$ cat config.mk
export PLATFORM = sky130hd
export DESIGN_NAME = timer_bus_controller
export DESIGN_NICKNAME = d
export VERILOG_FILES = /design/src/rtl/timer_bus_controller_pkg.sv /design/src/rtl/timer_byte_pointer.sv /design/src/rtl/timer_bus_controller.sv
export SDC_FILE = /design/constraint.sdc
export NUM_CORES = 1
export LEC_CHECK = 0
export ABC_AREA = 1
export BUFFER_PORTS_ARGS = -buffer_cell sky130_fd_sc_hd__buf_2
export CAP_MARGIN = 20
export CORE_MARGIN = 3
export CORE_UTILIZATION = 52
export DETAILED_ROUTE_END_ITERATION = 10
export PLACE_DENSITY = 0.92
export SKIP_LAST_GASP = 1
export SLEW_MARGIN = 0
export SYNTH_ARGS = -nofsm -noshare
export SYNTH_HDL_FRONTEND = slang
export SYNTH_SLANG_ARGS = --single-unit
$ cat constraint.sdc
create_clock -name clk -period 1.6 [get_ports clk]
set_input_delay 0.08 -clock clk [delete_from_list [all_inputs] [get_ports clk]]
set_output_delay 0.08 -clock clk [all_outputs]
set_load 0.01 [all_outputs]
$ cat src/rtl/timer_bus_controller_pkg.sv
// Shared constants and types for the 8254 bus front end and its per-counter byte pointers.
package timer_bus_controller_pkg;

  localparam logic [1:0] ADDR_CW     = 2'd3;

  localparam logic [1:0] RW_LATCH    = 2'b00;
  localparam logic [1:0] RW_LSB      = 2'b01;
  localparam logic [1:0] RW_MSB      = 2'b10;
  localparam logic [1:0] RW_WORD     = 2'b11;

  localparam logic [1:0] SC_READBACK = 2'b11;

  // Control-word field positions; read-back reuses D5/D4 as active-low count/status selects.
  localparam int CW_SC_LSB      = 6;
  localparam int CW_RW_LSB      = 4;
  localparam int RB_NCOUNT_BIT  = 5;
  localparam int RB_NSTATUS_BIT = 4;
  localparam int RB_SEL_LSB     = 1;

  typedef enum logic {
    PTR_LSB = 1'b0,
    PTR_MSB = 1'b1
  } byte_ptr_e;

  function automatic byte_ptr_e start_ptr(input logic [1:0] rw);
    return (rw == RW_MSB) ? PTR_MSB : PTR_LSB;
  endfunction

endpackage

$ cat src/rtl/timer_byte_pointer.sv
// Per-counter access state: programmed RW mode, write/read byte pointers and latch flags.
module timer_byte_pointer
  import timer_bus_controller_pkg::*;
(
  input  logic       clk,
  input  logic       rst_n,
  input  logic       cw_evt,
  input  logic [1:0] cw_rw,
  input  logic       latch_cmd,
  input  logic       status_cmd,
  input  logic       wr_evt,
  input  logic       rd_evt,
  output logic       rd_ptr,
  output logic       stat_latched,
  output logic       do_count_latch,
  output logic       do_status_latch,
  output logic       do_release,
  output logic       do_cnt_wr,
  output logic       do_msb
);

  logic [1:0] rw_q;
  byte_ptr_e  wr_q;
  byte_ptr_e  rd_q;
  logic       cl_q;
  logic       sl_q;
  logic       final_rd;

  assign rd_ptr       = rd_q;
  assign stat_latched = sl_q;

  // A read finishes the latched value on its only byte, or on the MSB in word mode.
  always_comb begin
    final_rd        = (rw_q == RW_LSB) || (rw_q == RW_MSB) ||
                      ((rw_q == RW_WORD) && (rd_q == PTR_MSB));
    do_count_latch  = latch_cmd && !cl_q;
    do_status_latch = status_cmd && !sl_q;
    do_cnt_wr       = wr_evt && (rw_q != RW_LATCH);
    do_msb          = (rw_q == RW_WORD) ? (wr_q == PTR_MSB) : (rw_q == RW_MSB);
    do_release      = cl_q && (cw_evt || (rd_evt && !sl_q && final_rd));
  end

  always_ff @(posedge clk or negedge rst_n) begin
    if (!rst_n) begin
      rw_q <= RW_LATCH;
      wr_q <= PTR_LSB;
      rd_q <= PTR_LSB;
      cl_q <= 1'b0;
      sl_q <= 1'b0;
    end else if (cw_evt) begin
      rw_q <= cw_rw;
      wr_q <= start_ptr(cw_rw);
      rd_q <= start_ptr(cw_rw);
      cl_q <= 1'b0;
      sl_q <= 1'b0;
    end else begin
      if (do_count_latch) cl_q <= 1'b1;
      if (do_status_latch) sl_q <= 1'b1;
      if (do_cnt_wr && (rw_q == RW_WORD)) wr_q <= byte_ptr_e'(~wr_q);
      if (rd_evt) begin
        if (sl_q) begin
          sl_q <= 1'b0;
        end else begin
          if (rw_q == RW_WORD) rd_q <= byte_ptr_e'(~rd_q);
          if (final_rd) cl_q <= 1'b0;
        end
      end
    end
  end

endmodule

$ cat src/rtl/timer_bus_controller.sv
// 8254 CPU bus front end: synchronizes the bus, detects read/write cycle ends and
// issues one-cycle command strobes to the three counters; muxes read data back.
module timer_bus_controller
  import timer_bus_controller_pkg::*;
#(
  parameter int SYNC_STAGES = 2,
  parameter int NUM_CNT     = 3
)
(
  input  logic        clk,
  input  logic        rst_n,
  input  logic        cs_n,
  input  logic        rd_n,
  input  logic        wr_n,
  input  logic [1:0]  addr,
  input  logic [7:0]  data_in,
  output logic [7:0]  data_out,
  output logic        data_oe,
  output logic [2:0]  cw_load,
  output logic [7:0]  cw_data,
  output logic [2:0]  count_latch,
  output logic [2:0]  status_latch,
  output logic [2:0]  ol_release,
  output logic [2:0]  cnt_wr,
  output logic        cnt_wr_msb,
  output logic [7:0]  cnt_wr_data,
  input  logic [47:0] ol_in,
  input  logic [23:0] status_in
);

  localparam int          BW       = 13;
  localparam logic [12:0] BUS_IDLE = 13'h1C00;

  logic [BW-1:0] bus_raw;
  logic [BW-1:0] bus_s;

  assign bus_raw = {cs_n, rd_n, wr_n, addr, data_in};

  if (SYNC_STAGES == 0) begin : g_bypass
    assign bus_s = bus_raw;
  end else begin : g_sync
    logic [BW-1:0] sync_q [SYNC_STAGES];
    always_ff @(posedge clk or negedge rst_n) begin
      if (!rst_n) begin
        for (int k = 0; k < SYNC_STAGES; k++) sync_q[k] <= BUS_IDLE;
      end else begin
        sync_q[0] <= bus_raw;
        for (int k = 1; k < SYNC_STAGES; k++) sync_q[k] <= sync_q[k-1];
      end
    end
    assign bus_s = sync_q[SYNC_STAGES-1];
  end

  logic       s_cs_n, s_rd_n, s_wr_n;
  logic [1:0] s_addr;
  logic [7:0] s_data;
  logic       p_cs_n, p_rd_n, p_wr_n;
  logic [1:0] p_addr;
  logic [7:0] p_data;

  assign {s_cs_n, s_rd_n, s_wr_n, s_addr, s_data} = bus_s;

  always_ff @(posedge clk or negedge rst_n) begin
    if (!rst_n) begin
      p_cs_n <= 1'b1;
      p_rd_n <= 1'b1;
      p_wr_n <= 1'b1;
      p_addr <= 2'd0;
      p_data <= 8'h00;
    end else begin
      p_cs_n <= s_cs_n;
      p_rd_n <= s_rd_n;
      p_wr_n <= s_wr_n;
      p_addr <= s_addr;
      p_data <= s_data;
    end
  end

  // Bus event semantics: a cycle completes on the synchronized rising edge of rd_n or wr_n
  // while cs_n was low at the previous sample; address and data are taken from that previous
  // sample (the values held during the strobe). A previous sample with rd_n and wr_n both
  // low is a bus conflict and produces no event. Each event yields exactly one cycle of
  // strobes, registered in the cycle after detection.
  logic wr_evt, rd_evt, is_cw;
  logic [1:0] cw_sc, cw_rw;

  assign wr_evt = !p_cs_n && !p_wr_n && p_rd_n && s_wr_n;
  assign rd_evt = !p_cs_n && !p_rd_n && p_wr_n && s_rd_n;
  assign is_cw  = wr_evt && (p_addr == ADDR_CW);
  assign cw_sc  = p_data[CW_SC_LSB +: 2];
  assign cw_rw  = p_data[CW_RW_LSB +: 2];

  logic [NUM_CNT-1:0] cw_evt, latch_cmd, status_cmd, wr_cnt_evt, rd_cnt_evt;
  logic [NUM_CNT-1:0] rd_ptr, stat_latched;
  logic [NUM_CNT-1:0] do_cl, do_sl, do_rel, do_wr, do_msb;

  for (genvar i = 0; i < NUM_CNT; i++) begin : g_cnt
    localparam logic [1:0] IDX = 2'(i);
    logic rb_sel;

    assign rb_sel        = is_cw && (cw_sc == SC_READBACK) && p_data[RB_SEL_LSB + i];
    assign cw_evt[i]     = is_cw && (cw_sc == IDX) && (cw_rw != RW_LATCH);
    assign latch_cmd[i]  = (is_cw && (cw_sc == IDX) && (cw_rw == RW_LATCH)) ||
                           (rb_sel && !p_data[RB_NCOUNT_BIT]);
    assign status_cmd[i] = rb_sel && !p_data[RB_NSTATUS_BIT];
    assign wr_cnt_evt[i] = wr_evt && (p_addr == IDX);
    assign rd_cnt_evt[i] = rd_evt && (p_addr == IDX);

    timer_byte_pointer u_ptr (
      .clk             (clk),
      .rst_n           (rst_n),
      .cw_evt          (cw_evt[i]),
      .cw_rw           (cw_rw),
      .latch_cmd       (latch_cmd[i]),
      .status_cmd      (status_cmd[i]),
      .wr_evt          (wr_cnt_evt[i]),
      .rd_evt          (rd_cnt_evt[i]),
      .rd_ptr          (rd_ptr[i]),
      .stat_latched    (stat_latched[i]),
      .do_count_latch  (do_cl[i]),
      .do_status_latch (do_sl[i]),
      .do_release      (do_rel[i]),
      .do_cnt_wr       (do_wr[i]),
      .do_msb          (do_msb[i])
    );
  end

  always_ff @(posedge clk or negedge rst_n) begin
    if (!rst_n) begin
      cw_load      <= '0;
      cw_data      <= 8'h00;
      count_latch  <= '0;
      status_latch <= '0;
      ol_release   <= '0;
      cnt_wr       <= '0;
      cnt_wr_msb   <= 1'b0;
      cnt_wr_data  <= 8'h00;
    end else begin
      cw_load      <= cw_evt;
      count_latch  <= do_cl;
      status_latch <= do_sl;
      ol_release   <= do_rel;
      cnt_wr       <= do_wr;
      if (|cw_evt) cw_data <= p_data;
      if (|do_wr) begin
        cnt_wr_msb  <= |(do_wr & do_msb);
        cnt_wr_data <= p_data;
      end
    end
  end

  // Read data follows the synchronized bus combinationally; a latched status byte wins.
  logic rd_active;
  assign rd_active = !s_cs_n && !s_rd_n && s_wr_n && (s_addr != ADDR_CW);
  assign data_oe   = rd_active;

  always_comb begin
    data_out = 8'h00;
    if (rd_active) begin
      if (stat_latched[s_addr]) data_out = status_in[{s_addr, 3'b000} +: 8];
      else                      data_out = ol_in[{s_addr, rd_ptr[s_addr], 3'b000} +: 8];
    end
  end

endmodule
==> flow_metrics.py <==
metrics = {
    "sta": {
        "worstMarginPinSlew_ps": 317,
        "min_period_ps": 2110,
        "post-route-period-util": 1.32,
        "fin_worst_skew_ps": 19.5,
        "finalMaxSlewViolations": 0,
        "rsz0062_at_grt": "yes",
        "setup_ws_ps": -505,
        "hold_slack_ps": 116,
        "relSlewSlack": 0.788,
        "fmax_mhz": 475,
        "setup_violations": 10,
        "hold_viol_final": 0,
        "tns_ps": -3630,
    },
    "clock_tree": {
        "cts-root-buf": "clkbuf_8",
        "path_clk_slew_ps": 110,
        "clock_sinks": 89,
        "htreeDepth": 3,
        "clk_path_buf_depth": 2,
        "cts_inserted_buffers": 9,
        "clock_latency_ps": 380,
        "cts_tree": "yes",
    },
    "pwr": {
        "leakagePower_nw": 3.14,
        "p_per_area_nw_per_um2": 816,
        "power_mw": 4.90,
        "max-vdd-ir-drop_uv": 1010,
    },
    "placed_design": {
        "placed_area_um2": 5070,
        "hpwl_um": 7960,
        "dpl_worst_slack_ps": -202,
        "io_buffers": 127,
        "place.gp.congestion": 0.869,
        "post-place-cells": 709,
    },
    "routing": {
        "remaining_drc_errors": 0,
        "vias": 4590,
        "wl_um": 15000,
        "vias_per_cell": 6.02,
        "ant_nets": 0,
        "dr.pass1.iters": 5,
        "drt_first_iter_violations": 522,
        "wl_per_cell_um": 19.7,
    },
    "cells_and_area": {
        "fillers": 443,
        "multi_input_area_um2": 1960,
        "post-route-util": 0.770,
        "fin_cells": 763,
        "regArea_um2": 2240,
        "synthToLayoutAreaGrowth_pct": 41.6,
        "fin_area_um2": 6010,
        "drive_gt1_frac": 0.413,
        "nets": 750,
    },
    "logic_synthesis": {
        "synth-seq-cells": 89,
        "syn_area_um2": 4240,
        "dominantRegCellSynth": "dfrtp_1",
        "yosysSeqAreaShare": 0.528,
        "yosys_warnings": 0,
        "synth_nets": 571,
        "async_reset_ff_frac": 1.00,
        "synth_cells": 475,
        "yosysUniqueCellTypes": 35,
        "postSynthAreaPerCell_um2": 8.93,
        "synth-edff-count": 0,
    },
    "global_routing": {
        "grt_max_degree": 53,
        "grt_pass1_wl_um": 18700,
        "grt_pass1_vias": 3981,
        "grt.total_usage": 0.264,
        "antenna_found_initial": 2,
        "grt_remaining_overflow": 0,
    },
    "setup_path": {
        "required_ps": 1520,
        "ff2ff_path_depth": 8,
        "arrival_ps": 2030,
        "cp_max_fo": 4,
        "critical_path_class": "reg2out",
        "start_kind": "flop",
        "endpoint_kind": "primary output",
    },
    "status": {
        "status": "finished, violations left",
        "violations": "negative setup slack",
    },
    "run": {
        "maxCapViolations": 0,
    },
    "floorplanning": {
        "die_w_um": 96.3,
        "rows": 32,
        "io_pins": 128,
        "start_util": 0.543,
        "die_area_um2": 9280,
        "coreArea_um2": 7810,
        "fp.dieH_um": 96.3,
    },
    "worst_hold_path": {
        "min_path_type": "in2async",
    },
}
power breakdown:
group,total [mW],internal [mW],switching [mW]
sequential,2.50,2.40,0.103
clock,1.51,0.610,0.903
combinational,0.886,0.377,0.510
what timing repair did:
item | CTS | global route
gates cloned | 4 | 6
hold endpoints to repair | 93 | 0
endpoints found under the setup margin | 17 | 33
hold buffers | 14 | 0
resized for setup | 23 | 64
pin swaps | 6 | 24
setup buffers | 10 | 3
state kept, by name (all words and copies together) (netlist names), 6 cells and up:
register          flops
p_data                8
cnt_wr_data           8
bus_s                13
g_sync.sync_q        13
g_cnt.u_ptr.rw_q      6
cw_data               8
synthesized netlist by cell type (3+ instances only):
| master | instances | area share |
|---|---|---|
| nor2_4 | 3 | 0.0080 |
| a21oi_1 | 32 | 0.038 |
| inv_1 | 61 | 0.054 |
| nand3_1 | 73 | 0.086 |
| o21ai_2 | 3 | 0.0062 |
| o21ai_0 | 21 | 0.025 |
| ha_1 | 9 | 0.027 |
| buf_2 | 5 | 0.0059 |
| dfrtp_1 | 80 | 0.47 |
| buf_6 | 4 | 0.011 |
| nand3b_1 | 6 | 0.011 |
| dfstp_2 | 9 | 0.056 |
| o21ai_1 | 4 | 0.0047 |
| buf_4 | 4 | 0.0071 |
| o211ai_1 | 16 | 0.028 |
| nor2_1 | 34 | 0.030 |
| nand2_2 | 5 | 0.0074 |
| nand4_1 | 5 | 0.0074 |
| nand2_1 | 78 | 0.069 |
| nand3_2 | 4 | 0.0094 |
worst max-delay path, stage by stage, from the launching register on:
cell and delay, ps:
dfrtp_2 450, inv_2 120, nand2_2 100, nand3_2 160, clkbuf_16 180, nand3_2 60, nand3_1 100, nand3_2 180
a21oi_2 170, buf_2 140
path summary, 6_finish.rpt:
path | start | to | slack (ps)
hold reg to reg | g_sync.sync_q[14] | bus_s[1] | 360
setup reg to reg | g_cnt[0].u_ptr.rw_q[0] | g_cnt[0].u_ptr.wr_q | -20
min in group clk | data_in[5] | g_sync.sync_q[18] | 340
hold / removal | rst_n | status_latch[0] | 120
setup / recovery | bus_s[8] | data_out[1] | -510
max in group asynchronous | rst_n | p_rd_n | 860
routing by layer:
layer | part of all wire | up-vias | GRT usage
met5 | 0 | - | 0
met4 | 0.072 | 0 | 0.120
met3 | 0.12 | 127 | 0.0774
met2 | 0.48 | 372 | 0.433
met1 | 0.33 | 2155 | 0.321
li1 | - | 1936 | -
area by class of cell:
class	count	share of cell area
clock inverters	7	0.0112
clock buffers	9	0.0206
multi-input cells	312	0.325
well taps	102	0.0212
repair buffers	179	0.208
diodes	2	0.000833
inverters	63	0.0398
flip-flops and latches	89	0.373
logic make-up after synthesis:
family                     share of synthesized area
AOI/OAI and AO/OA                              0.114
and+or+nand+nor                                0.250
DFF                                            0.528
buffers and inverters                         0.0820
adders and majority gates                     0.0265
cells in the final DEF, fill, tap and decap left out, drive strengths merged:
| master | instances |
|---|---|
| a21oi | 34 |
| and2b | 1 |
| buf | 161 |
| clkbuf | 13 |
| clkinv | 1 |
| clkinvlp | 1 |
| dfrtp | 80 |
| dfstp | 9 |
| diode | 2 |
| dlygate4sd3 | 14 |
| ha | 9 |
| inv | 68 |
| nand2 | 88 |
| nand3 | 79 |
| nand3b | 6 |
| nand4 | 6 |
| nor2 | 39 |
| nor2b | 1 |
| nor3 | 1 |
| o2111ai | 1 |
| o211ai | 16 |
| o21ai | 29 |
| o21bai | 1 |
| or2 | 1 |
No activity file was read; power rests on OpenSTA's default activity.
